## src/rtl/rs232_tx_ctrl_pkg.sv

```systemverilog
// Shared constants and elaboration-time helpers for the RS-232 transmitter.
// Holds the clock-generator constants and the ceil-log2 helper used by the bit timer.
package rs232_tx_ctrl_pkg;

  localparam int CLKMUL       = 1;
  localparam int CLKDIV       = 1;
  localparam int CLKIN_PERIOD = 20;

  localparam int DATA_W = 8;

  // Core clock in Hz: the input period in ns scaled by the clock generator ratio.
  localparam longint CLK_HZ = (longint'(1000000000) * longint'(CLKMUL)) /
                              (longint'(CLKDIV) * longint'(CLKIN_PERIOD));

  function automatic int log2x(input longint n);
    int     r;
    longint v;
    r = 0;
    v = 1;
    while (v < n) begin
      v = v << 1;
      r = r + 1;
    end
    return (r < 1) ? 1 : r;
  endfunction

  function automatic int clocks_per_bit(input longint baud);
    longint num;
    longint den;
    num = longint'(1000000000) * longint'(CLKMUL);
    den = baud * longint'(CLKDIV) * longint'(CLKIN_PERIOD);
    return int'(num / den);
  endfunction

endpackage

```

## src/rtl/rs232_tx_fifo.sv

```systemverilog
// Byte buffer between the host handshake and the serialiser.
// Pushes while full and pops while empty are ignored; pointers wrap modulo DEPTH.
module rs232_tx_fifo
  import rs232_tx_ctrl_pkg::*;
#(
  parameter int DEPTH = 4
) (
  input  logic              clk,
  input  logic              rst,
  input  logic              push,
  input  logic              pop,
  input  logic [DATA_W-1:0] din,
  output logic [DATA_W-1:0] dout,
  output logic              full,
  output logic              empty
);

  localparam int AW = $clog2(DEPTH);

  logic [DATA_W-1:0] mem [DEPTH];
  logic [AW-1:0]     wr_ptr;
  logic [AW-1:0]     rd_ptr;
  logic [AW:0]       count;
  logic              do_push;
  logic              do_pop;

  assign full    = (count == (AW+1)'(DEPTH));
  assign empty   = (count == '0);
  assign do_push = push && !full;
  assign do_pop  = pop && !empty;
  assign dout    = mem[rd_ptr];

  always_ff @(posedge clk or negedge rst) begin
    if (!rst) begin
      wr_ptr <= '0;
      rd_ptr <= '0;
      count  <= '0;
    end else begin
      if (do_push) wr_ptr <= wr_ptr + 1'b1;
      if (do_pop)  rd_ptr <= rd_ptr + 1'b1;
      // A simultaneous push and pop leaves the occupancy unchanged.
      case ({do_push, do_pop})
        2'b10:   count <= count + 1'b1;
        2'b01:   count <= count - 1'b1;
        default: count <= count;
      endcase
    end
  end

  always_ff @(posedge clk) begin
    if (do_push) mem[wr_ptr] <= din;
  end

endmodule

```

## src/rtl/rs232_tx_ctrl.sv

```systemverilog
// RS-232 8N1 transmitter: buffers bytes from a valid/ready handshake and
// serialises them LSB first with one start and one stop bit.
module rs232_tx_ctrl
  import rs232_tx_ctrl_pkg::*;
#(
`ifdef MODEL_TECH
  parameter int BAUD       = int'(CLK_HZ / 4),
`else
  parameter int BAUD       = 9600,
`endif
  parameter int FIFO_DEPTH = 4,
  parameter int NOISY      = 0
) (
  input  logic       clk,
  input  logic       rst,
  input  logic       val,
  input  logic [7:0] bits,
  output logic       rdy,
  output logic       busy,
  output logic       TxD
);

  typedef enum logic [1:0] {
    IDLE,
    START,
    DATA,
    STOP
  } state_t;

  localparam int CLOCKS_PER_BIT          = clocks_per_bit(longint'(BAUD));
  localparam int CNT_W                   = log2x(longint'(CLOCKS_PER_BIT));
  localparam logic [CNT_W-1:0] CNT_LAST  = CNT_W'(CLOCKS_PER_BIT - 1);

  state_t            state;
  state_t            state_next;
  logic [CNT_W-1:0]  cnt;
  logic [2:0]        bit_idx;
  logic [7:0]        shreg;
  logic [7:0]        fifo_dout;
  logic              fifo_full;
  logic              fifo_empty;
  logic              push;
  logic              pop;
  logic              bit_end;

  // Byte tracing is a simulation-only concern and has no hardware footprint.
  logic noisy_unused;
  assign noisy_unused = (NOISY != 0);

  assign rdy     = !fifo_full;
  assign push    = val && rdy;
  assign bit_end = (cnt == CNT_LAST);

  rs232_tx_fifo #(
    .DEPTH(FIFO_DEPTH)
  ) u_fifo (
    .clk  (clk),
    .rst  (rst),
    .push (push),
    .pop  (pop),
    .din  (bits),
    .dout (fifo_dout),
    .full (fifo_full),
    .empty(fifo_empty)
  );

  always_ff @(posedge clk or negedge rst) begin
    if (!rst) state <= IDLE;
    else      state <= state_next;
  end

  always_comb begin
    state_next = state;
    pop        = 1'b0;
    unique case (state)
      IDLE: begin
        if (!fifo_empty) begin
          state_next = START;
          pop        = 1'b1;
        end
      end
      START: begin
        if (bit_end) state_next = DATA;
      end
      DATA: begin
        if (bit_end && (bit_idx == 3'd7)) state_next = STOP;
      end
      STOP: begin
        // Chain straight into the next frame when more data is waiting.
        if (bit_end) begin
          if (!fifo_empty) begin
            state_next = START;
            pop        = 1'b1;
          end else begin
            state_next = IDLE;
          end
        end
      end
      default: state_next = IDLE;
    endcase
  end

  always_ff @(posedge clk or negedge rst) begin
    if (!rst) begin
      cnt     <= '0;
      bit_idx <= '0;
      shreg   <= '0;
      TxD     <= 1'b1;
      busy    <= 1'b0;
    end else begin
      // The line follows the current state, so every bit is delayed uniformly by one cycle.
      unique case (state)
        START:   TxD <= 1'b0;
        DATA:    TxD <= shreg[0];
        default: TxD <= 1'b1;
      endcase

      busy <= !((state == IDLE) && fifo_empty);

      if (state_next != state) begin
        cnt     <= '0;
        bit_idx <= '0;
      end else if (state != IDLE) begin
        cnt <= bit_end ? '0 : cnt + 1'b1;
        if ((state == DATA) && bit_end) bit_idx <= bit_idx + 1'b1;
      end

      if (pop) shreg <= fifo_dout;
      else if ((state == DATA) && bit_end) shreg <= {1'b0, shreg[7:1]};
    end
  end

endmodule

```

## config.mk

```make
export PLATFORM = sky130hd
export DESIGN_NAME = rs232_tx_ctrl
export DESIGN_NICKNAME = d
export VERILOG_FILES = /design/src/rtl/rs232_tx_ctrl_pkg.sv /design/src/rtl/rs232_tx_fifo.sv /design/src/rtl/rs232_tx_ctrl.sv
export SDC_FILE = /design/constraint.sdc
export NUM_CORES = 1
export LEC_CHECK = 0
export ABC_AREA = 1
export CORE_MARGIN = 5
export CORE_UTILIZATION = 55
export CTS_BUF_LIST = sky130_fd_sc_hd__clkbuf_16
export DETAILED_ROUTE_END_ITERATION = 10
export PLACE_DENSITY_LB_ADDON = 0.05
export SYNTH_ARGS = -nofsm -noshare
export SYNTH_HDL_FRONTEND = slang
export SYNTH_HIERARCHICAL = 1
export SYNTH_SLANG_ARGS = --single-unit
```

## constraint.sdc

```tcl
create_clock -name clk -period 2.4 [get_ports clk]
set_input_delay 0.24 -clock clk [delete_from_list [all_inputs] [get_ports clk]]
set_output_delay 0.24 -clock clk [all_outputs]
set_load 0.01 [all_outputs]
```

Yosys cells after proc, flatten, opt, wreduce, memory -nomap -nowiden
Memories as Yosys holds them, arrays and structs flattened.
Index checks and enable logic that the tools add are counted.
- bits in registers: 35
- bits in writable memories: 32
- bits of input ports: 11
- logic and storage cells: 63
- memories: 1
- memories (memory ; words ; width ; rd ports ; clocked after Yosys merged registers in ; wr ports ; RTL line ; source):
    u_fifo.mem ; 4 ; 8 ; 1 ; 0 ; 1 ; rs232_tx_fifo.sv:20 ; logic [DATA_W-1:0] mem [DEPTH];
- eq/ne operators: 9
- mux-type cells: 21
- add/subtract/negate cells: 6
- reduce and logical (&&, ||, !) cells: 17
- operators by type and width (cell ; number):
    13-bit two-way mux ; 3
    8-bit two-way mux ; 2
    13-bit by 1-bit adder with 13-bit output (second input constant) ; 1
    13-bit equality test (second input constant) ; 1
    2-bit nonzero test ; 5
    3-bit two-way mux ; 3
    2-bit two-way mux ; 4
    2-bit case mux with 4 select lines ; 1
    3-bit by 1-bit adder with 3-bit output (second input constant) ; 2
    2-bit equality test (second input constant) ; 3
    3-bit equality test (second input constant) ; 2
    1-bit logical AND ; 6
    3-bit case mux with 2 select lines ; 1
    1-bit two-way mux ; 5
    2-bit by 1-bit adder with 2-bit output (second input constant) ; 2
    2-bit by 1-bit equality test with 1-bit output (second input constant) ; 2
    1-bit case mux with 2 select lines ; 2
    1-bit logical NOT ; 3
    3-bit logical NOT ; 1
    3-bit by 1-bit subtractor with 3-bit output (second input constant) ; 1
    2-bit logical NOT ; 1
    2-bit != test ; 1
    2-bit AND reduction ; 1

Longest topological paths before layout
Gate-level depths: netlist of the first run.
- depth after elaboration: 7
- gate-level depth with buffers: 19
- depth with buffers taken out: 19

By module
The synthesis of the first run kept the hierarchy.
- by module, submodules not included (module ; times used ; cells an instance ; area an instance (µm²) ; seq. area each (µm²)):
    rs232_tx_ctrl ; 1 ; 235 ; 1838.0 ; 701.9
    rs232_tx_fifo ; 1 ; 154 ; 1741.7 ; 1136.1

Least setup slack after synthesis of the first run
Ideal clock, no wire load.
- kind: register to register
- from: register state[0]
- to: register u_fifo.count[2]
- data required time: 2283 ps
- cell stages (with the launch flop): 16
- path slack: -79 ps
- library setup time: 117 ps
- arrival: 2362 ps
- cells stage by stage: dfrtp_1 -> inv_1 -> ha_1 -> clkinv_1 -> nand2_1 -> nand2_1 -> inv_1 -> nand2_1 -> inv_1 -> ha_1 -> inv_1 -> fa_1 -> nand2_1 -> nand3_1 -> nand2_1 -> nand2_1
- longest elaborated chain between the ends: 5
- elaborated cells on any way between the ends: 8
- classes of those cells: eq/ne: 3; mux: 2; reduce/logical: 3
- RTL lines (what ; RTL line ; source):
    start: declaration ; rs232_tx_ctrl.sv:34 ; state_t state;
    start signal: assignment ; rs232_tx_ctrl.sv:69 ; else state <= state_next;
    2-bit equality test / 2-bit logical NOT (equally long branches) ; rs232_tx_ctrl.sv:75 ; unique case (state)
    1-bit case mux with 2 select lines (*) ; rs232_tx_ctrl.sv:75 ;
    named net pop ; rs232_tx_ctrl.sv:43 ; logic pop;
    1-bit logical AND (*) ; rs232_tx_fifo.sv:30 ; assign do_pop = pop && !empty;
    named net u_fifo.do_pop ; rs232_tx_fifo.sv:25 ; logic do_pop;
    2-bit by 1-bit equality test with 1-bit output / 2-bit equality test (equally long branches) ; rs232_tx_fifo.sv:42 ; case ({do_push, do_pop})
    3-bit case mux with 2 select lines / 2-bit nonzero test (equally long branches) ; -- ;
    end signal: assignment ; rs232_tx_fifo.sv:43 ; 2'b10: count <= count + 1'b1;
    end signal: assignment ; rs232_tx_fifo.sv:44 ; 2'b01: count <= count - 1'b1;
    end signal: assignment ; rs232_tx_fifo.sv:45 ; default: count <= count;
    end: declaration ; rs232_tx_fifo.sv:23 ; logic [AW:0] count;
Mark *: on every way through the listed nets, which the timed path passes. The rest lies on a longest branch.
A chain may end at the register's enable or synchronous reset.

Final worst setup path of the first run
- from: register cnt[0]
- to: register u_fifo.count[2]
- longest elaborated chain between the ends: 6
- elaborated cells on any way between the ends: 8
- classes of those cells: eq/ne: 3; mux: 3; reduce/logical: 2
- RTL lines (what ; RTL line ; source):
    start: declaration ; rs232_tx_ctrl.sv:36 ; logic [CNT_W-1:0] cnt;
    start signal: assignment ; rs232_tx_ctrl.sv:124 ; cnt <= bit_end ? '0 : cnt + 1'b1;
    13-bit equality test (*) ; rs232_tx_ctrl.sv:52 ; assign bit_end = (cnt == CNT_LAST);
    1-bit two-way mux (*) ; rs232_tx_ctrl.sv:90 ; if (bit_end) begin
    1-bit case mux with 2 select lines (*) ; rs232_tx_ctrl.sv:75 ;
    named net pop ; rs232_tx_ctrl.sv:43 ;
    1-bit logical AND (*) ; rs232_tx_fifo.sv:30 ;
    named net u_fifo.do_pop ; rs232_tx_fifo.sv:25 ;
    2-bit by 1-bit equality test with 1-bit output / 2-bit equality test (equally long branches) ; rs232_tx_fifo.sv:42 ;
    3-bit case mux with 2 select lines / 2-bit nonzero test (equally long branches) ; -- ;
Marked as above.

==> flow_metrics.py, run 1 <==
metrics = {
    "setup_path": {
        "path_class": "reg -> reg",
        "max_stage_delay_ps": 390,
        "cp_cell_sequence": "ha_2, nand2_2, inv_2, nand2_2, nor2_4, nand3_1, nand2_1, nand2_2, inv_2, nand2_2, inv_2, ha_4, inv_2, fa_2, nand2_2, nand3_1, nand2_1, nand2_1",
        "cpMostUsedCell": "nand2_2",
        "worstPathArrival_ps": 2450,
        "cp.required_ps": 2620,
        "crit_slowest_cell": "dfrtp_1",
        "end_kind": "register",
        "cp-start-kind": "register",
        "crit_buf_inv": 4,
        "cp_top_family": "simple AND/OR/NAND/NOR gates",
        "cp_max_fo": 4,
    },
    "logic_synthesis": {
        "ys.flop_type": "dfrtp_1",
        "syn_nets": 414,
        "synthArstFlopShare_pct": 52.2,
        "synth_top_area_share_pct": 26.8,
        "synthCells": 389,
        "synth_edf_count": 32,
        "synth_cell_types": 32,
        "yosysSeqAreaShare_pct": 51.3,
        "yosysWarnings": 6,
        "syn_area_per_cell_sq_um": 9.20,
        "synth_top_area_cell": "edfxtp_1",
        "syn_area_sq_um": 3580,
        "synth_seq_cells": 67,
        "synth.area.top_cells": "edfxtp_1 27%, dfrtp_1 24%, nand2_1 10%, inv_1 6.1%, nand4_1 5.2%",
    },
    "sta": {
        "skew_ps": 5.55,
        "max_freq_ghz": 0.450,
        "period_share_pct": 92.7,
        "finalHoldWorstSlack_ps": -3.07,
        "setup_slack_ps": 176,
        "worst_pin_slew_ps": 796,
        "maxSlewHeadroom_pct": 47.0,
        "slew_violations": 0,
        "finalSetupViolCount": 0,
        "fin_crit_ps": 2220,
        "hold_violations": 7,
        "tns_ps": 0,
    },
    "pwr": {
        "seq_power_share_pct": 36.8,
        "clkPwrFrac_pct": 27.5,
        "swShare_pct": 37.5,
        "vdd_drop_max_mv": 0.999,
        "power_frac_comb_pct": 35.7,
        "power.switching_mw": 1.68,
        "power_density_nw_per_um2": 1080,
        "p_int_mw": 2.81,
        "p_leak_nw": 1.95,
    },
    "place": {
        "place_hpwl_um": 4460,
        "dp_cells": 485,
        "port_buffers": 13,
        "dp_slack_ps": 16.4,
        "gp_congestion": 0.813,
    },
    "finish": {
        "drive_gt1_share_pct": 17.0,
        "syn_to_final_growth_pct": 16.7,
        "final_nets": 449,
        "instances_no_fill": 506,
        "num_antenna_cells": 0,
        "fillers": 526,
    },
    "global_routing": {
        "grt_max_degree": 36,
        "grt_pass1_wl_um": 11500,
        "grt_pass1_vias": 2582,
        "grtUsageTotal_pct": 17.2,
        "overflow": 0,
        "grt_antenna_before_repair": 0,
    },
    "route": {
        "first_pass_iters": 6,
        "drcViolationCount": 0,
        "drt_iter0_markers": 98,
        "routed_wl_um": 6600,
        "ant_nets": 0,
        "vias": 2638,
        "via_per_inst": 5.21,
        "wire_per_inst_um": 13.0,
    },
    "job": {
        "max_cap_viol_count": 0,
    },
    "clocking": {
        "clkLatencyLatePin_ps": 330,
        "cts_tree": "yes",
        "ctsHtreeMaxLevel": 3,
        "cts_root_buffer": "clkbuf_16",
        "clk_path_buf_depth": 2,
        "cts-buffers-inserted": 9,
        "clock-sinks": 67,
        "clk_pin_slew_worst_paths_ps": 60,
    },
    "floorplan": {
        "initial_utilization_pct": 56.4,
        "die_x_um": 90.7,
        "dieHeight_um": 90.7,
        "io_pins": 14,
        "dieArea_sq_um": 8220,
        "core_sq_um": 6350,
        "fp-row-count": 29,
    },
    "outcome": {
        "status": "finished with violations",
        "violations": "hold timing",
    },
    "min_path": {
        "hold_class": "in -> async",
    },
}
-- synthesized netlist by cell type (all sizes together), types with 3 or more instances --
| cell type | n |
|---|---|
| a21oi | 4 |
| a31oi | 5 |
| buf | 8 |
| clkbuf | 3 |
| clkinv | 4 |
| dfrtp | 34 |
| edfxtp | 32 |
| ha | 13 |
| inv | 59 |
| nand2 | 104 |
| nand3 | 26 |
| nand4 | 30 |
| nor2 | 32 |
| o211ai | 16 |
| o21ai | 3 |
| xor2 | 10 |
-- cell usage in the layout (no fill, tap or decap), drive strengths merged, types with 5 or more instances in the layout --
master         instances
nand4                 30
ha                    13
edfxtp                32
o211ai                16
a31oi                  5
inv                   64
nand3                 26
dfrtp                 34
clkbuf                 9
clkdlybuf4s50         12
buf                   23
nor2                  32
xor2                  10
nand2                104
-- worst reg2reg max path: cells and delay by family, from the launching register on --
kind | cells | cell delay (ps)
simple gates | 11 | 750
fa+ha+maj | 3 | 710
flops | 1 | 390
buf+inv | 4 | 260
-- cell type report --
cell class / instances / area [sq um] / area share (%)
Multi-Input combinational cell: 248 / 1430 / 34.2
Tap cell: 77 / 96.3 / 2.31
Clock inverter: 7 / 58.8 / 1.41
Timing Repair Buffer: 35 / 290 / 6.95
Clock buffer: 9 / 225 / 5.39
Inverter: 63 / 238 / 5.69
Sequential cell: 67 / 1840 / 44.0
-- timing repair --
action | CTS | global route
endpoints found under the setup margin | 0 | 5
buffers inserted | 0 | 5
hold buffers | 0 | 0
gates resized for setup | 0 | 15
-- power groups by stage --
stage / Combinational (mW) / Sequential (mW) / Clock, mW
after floorplan: 1.24 / 1.63 / 0
after global placement: 1.51 / 1.66 / 0
after detailed placement: 1.53 / 1.67 / 0
after CTS: 1.54 / 1.65 / 1.26
after global routing: 1.83 / 1.68 / 1.31
final: 1.61 / 1.65 / 1.24
-- metal layers --
metal / GRT usage [%] / routed length [um] / vias to the layer above
met5: 0 / 0 / -
met4: 8.81 / 152 / 0
met3: 2.92 / 160 / 13
met2: 29.3 / 3340 / 34
met1: 20.7 / 2950 / 1229
li1: - / - / 1362
-- path summary, 6_finish.rpt --
check,start,endpoint,slack [ps],cells after the start
worst max-delay path,cnt[0],u_fifo/count[2],180,18
worst min-delay path,rst,bit_idx[2],-3,1
worst max register to register,cnt[0],u_fifo/count[2],180,18
worst min register to register,u_fifo/count[0],u_fifo/count[0],470,1
max in group asynchronous,rst,u_fifo/wr_ptr[1],1900,1
min in group clk,u_fifo/count[0],u_fifo/count[0],470,1
-- registers in the layout (all words and copies together), names as in the netlist --
signal and flops:
TxD 1, bit_idx 3, busy 1, cnt 13, shreg 8, state 2
u_fifo/count 3, u_fifo/mem 32, u_fifo/rd_ptr 2, u_fifo/wr_ptr 2
-- cells by family after synthesis --
group	after synthesis	share of synthesized area (%)
AOI/OAI and AO/OA	28	5.31
and+or+nand+nor	195	25.9
DFF	67	51.3
adders and majority gates	14	5.10
buffers and inverters	74	9.68
xor gates and xnor gates	11	2.69
-- through the flow --
step	total power [mW]	util (%)	hold slack, ps	area, sq um
floorplan	2.87	-	-55.6	3580
global placement	3.17	60.2	378	3820
detailed placement	3.20	60.2	377	3820
CTS	4.45	64.7	26.2	4110
global route	4.83	65.8	72.2	4180
finish	4.49	65.8	-3.07	4180
Note: power is estimated with default switching activity, not from simulation.
==> inputs of run 2 (changes only) <==
Settings changed: RECOVER_POWER from default to 100.
==> run 2 against run 1 <==
The run ends with capacitance limit, slew limit left; final area down 0.33%; via count down 0.19%; global-route usage unchanged; critical path depth unchanged; core utilization down 0.22 points; maximum frequency about the same; final cell count unchanged; critical endpoint unchanged; largest cell class unchanged; largest power group unchanged.
==> flow_metrics.py, run 2 (same netlist as run 1, synthesis figures left out) <==
metrics = {
    "global_routing": {
        "use_met2_pct": 29.3,
        "grt_pass1_wl_um": 11500,
        "grt.busiest_layer": "met2",
        "grt_max_degree": 36,
        "grt_pass1_vias": 2582,
        "globalRouteMet3Util_pct": 2.92,
        "grtUsageTotal_pct": 17.2,
        "overflow": 0,
        "grt_util_met1_pct": 20.7,
        "grt_antenna_before_repair": 0,
    },
    "sta": {
        "hold_violations": 0,
        "period_share_pct": 92.8,
        "tns_ps": 0,
        "fin_crit_ps": 2230,
        "max_freq_ghz": 0.449,
        "worst_pin_slew_ps": 1910,
        "finalSetupViolCount": 0,
        "maxSlewHeadroom_pct": -27.2,
        "slew_violations": 36,
        "finalHoldWorstSlack_ps": 435,
        "skew_ps": 5.49,
    },
    "pwr": {
        "vdd_drop_max_mv": 0.999,
        "p_total_mw": 4.47,
        "p_leak_nw": 1.93,
        "power_density_nw_per_um2": 1070,
    },
    "route": {
        "routed_wl_um": 6590,
        "via_per_inst": 5.20,
        "ant_nets": 0,
        "first_pass_iters": 6,
        "wire_per_inst_um": 13.0,
        "vias": 2633,
        "drcViolationCount": 0,
        "drt_iter0_markers": 98,
    },
    "floorplan": {
        "initial_utilization_pct": 56.4,
        "dieHeight_um": 90.7,
        "fp-row-count": 29,
        "io_pins": 14,
        "core_sq_um": 6350,
        "die_x_um": 90.7,
        "dieArea_sq_um": 8220,
    },
    "job": {
        "max_cap_viol_count": 1,
    },
    "clocking": {
        "cts_tree": "yes",
        "hold_buffers": 0,
        "clock-sinks": 67,
        "clk_path_buf_depth": 2,
        "clkLatencyLatePin_ps": 330,
        "clk_pin_slew_worst_paths_ps": 60,
        "cts_root_buffer": "clkbuf_16",
        "cts-buffers-inserted": 9,
        "ctsHtreeMaxLevel": 3,
    },
    "outcome": {
        "status": "finished with violations",
        "violations": "capacitance limit, slew limit",
    },
    "setup_path": {
        "cp-start-kind": "register",
        "cp_max_fo": 4,
        "worstPathArrival_ps": 2450,
        "path_class": "reg -> reg",
        "cp.required_ps": 2620,
        "end_kind": "register",
    },
    "finish": {
        "instances_no_fill": 506,
        "num_antenna_cells": 0,
        "final_cell_mix": "89 x nand2_1, 54 x inv_1, 34 x dfrtp_1, 32 x edfxtp_1, 30 x nand4_1",
        "largest_register_ffs": 32,
        "reg_top3": "u_fifo/mem (32), cnt (13), shreg (8)",
        "top_register": "u_fifo/mem",
        "syn_to_final_growth_pct": 16.3,
        "final_area_sq_um": 4160,
        "final_nets": 449,
        "drive_gt1_share_pct": 16.1,
        "final_common_cell": "nand2_1",
    },
    "place": {
        "port_buffers": 13,
        "place_hpwl_um": 4460,
        "place_area_sq_um": 3820,
        "gp_congestion": 0.813,
        "dp_cells": 485,
    },
    "min_path": {
        "hold_class": "in -> async",
    },
}
run 2: layout make-up:
class | count | area [sq um]
multi-input cells | 248 | 1430
clock buffers | 9 | 225
repair buffers | 35 | 282
inverters | 63 | 238
fillers | 530 | 2190
flip-flops and latches | 67 | 1840
clock inverters | 7 | 58.8
well taps | 77 | 96.3
run 2: worst paths after layout:
kind                                 start          endpoint  slack, ps  depth (start not counted)
max                                 cnt[0]   u_fifo/count[2]        170                         18
min reg2reg                u_fifo/count[0]   u_fifo/count[0]        480                          1
min                                    rst        bit_idx[2]        440                          1
min in group clk           u_fifo/count[0]   u_fifo/count[0]        480                          1
max reg2reg                         cnt[0]   u_fifo/count[2]        170                         18
max in group asynchronous              rst  u_fifo/wr_ptr[1]        860                          1
run 2: per-layer routing:
metal / vias up / share of wire [%]
li1: 1362 / -
met1: 1224 / 45
met2: 34 / 50
met3: 13 / 2.5
met4: 0 / 2.3
met5: - / 0
run 2: power by group:
group	switching [mW]	leakage, nW	internal (mW)
Sequential	0.152	0.737	1.50
Combinational	1.01	1.06	0.583
Clock	0.522	0.133	0.714
Total	1.68	1.93	2.80
run 2: per-stage QoR:
stage	setup WS (ps)	utilization, %
after floorplan	38.2	-
after global placement	81.8	60.2
after detailed placement	16.4	60.2
after CTS	3.99	64.7
after global routing	-14.5	65.6
final	174	65.6
run 2: repair_timing:
action / 4_1_cts / 5_1_grt
buffers inserted: 0 / 5
gates resized for setup: 0 / 15
endpoints found under the setup margin: 0 / 5
run 2: worst max-delay path, stage by stage (launching register included):
cell and delay (ps):
dfrtp_1 390, ha_2 220, nand2_2 70, inv_2 70, nand2_2 50, nor2_4 100
nand3_1 60, nand2_1 80, nand2_2 60, inv_2 80, nand2_2 70, inv_2 70
ha_4 120, inv_2 40, fa_2 370, nand2_2 90, nand3_1 70, nand2_1 60
nand2_1 40
==> inputs of run 3 (changes only) <==
Settings changed: TNS_END_PERCENT from default to 1.
==> results of run 3 <==
The final DEF is identical to that of run 2; final timing and power are the same.
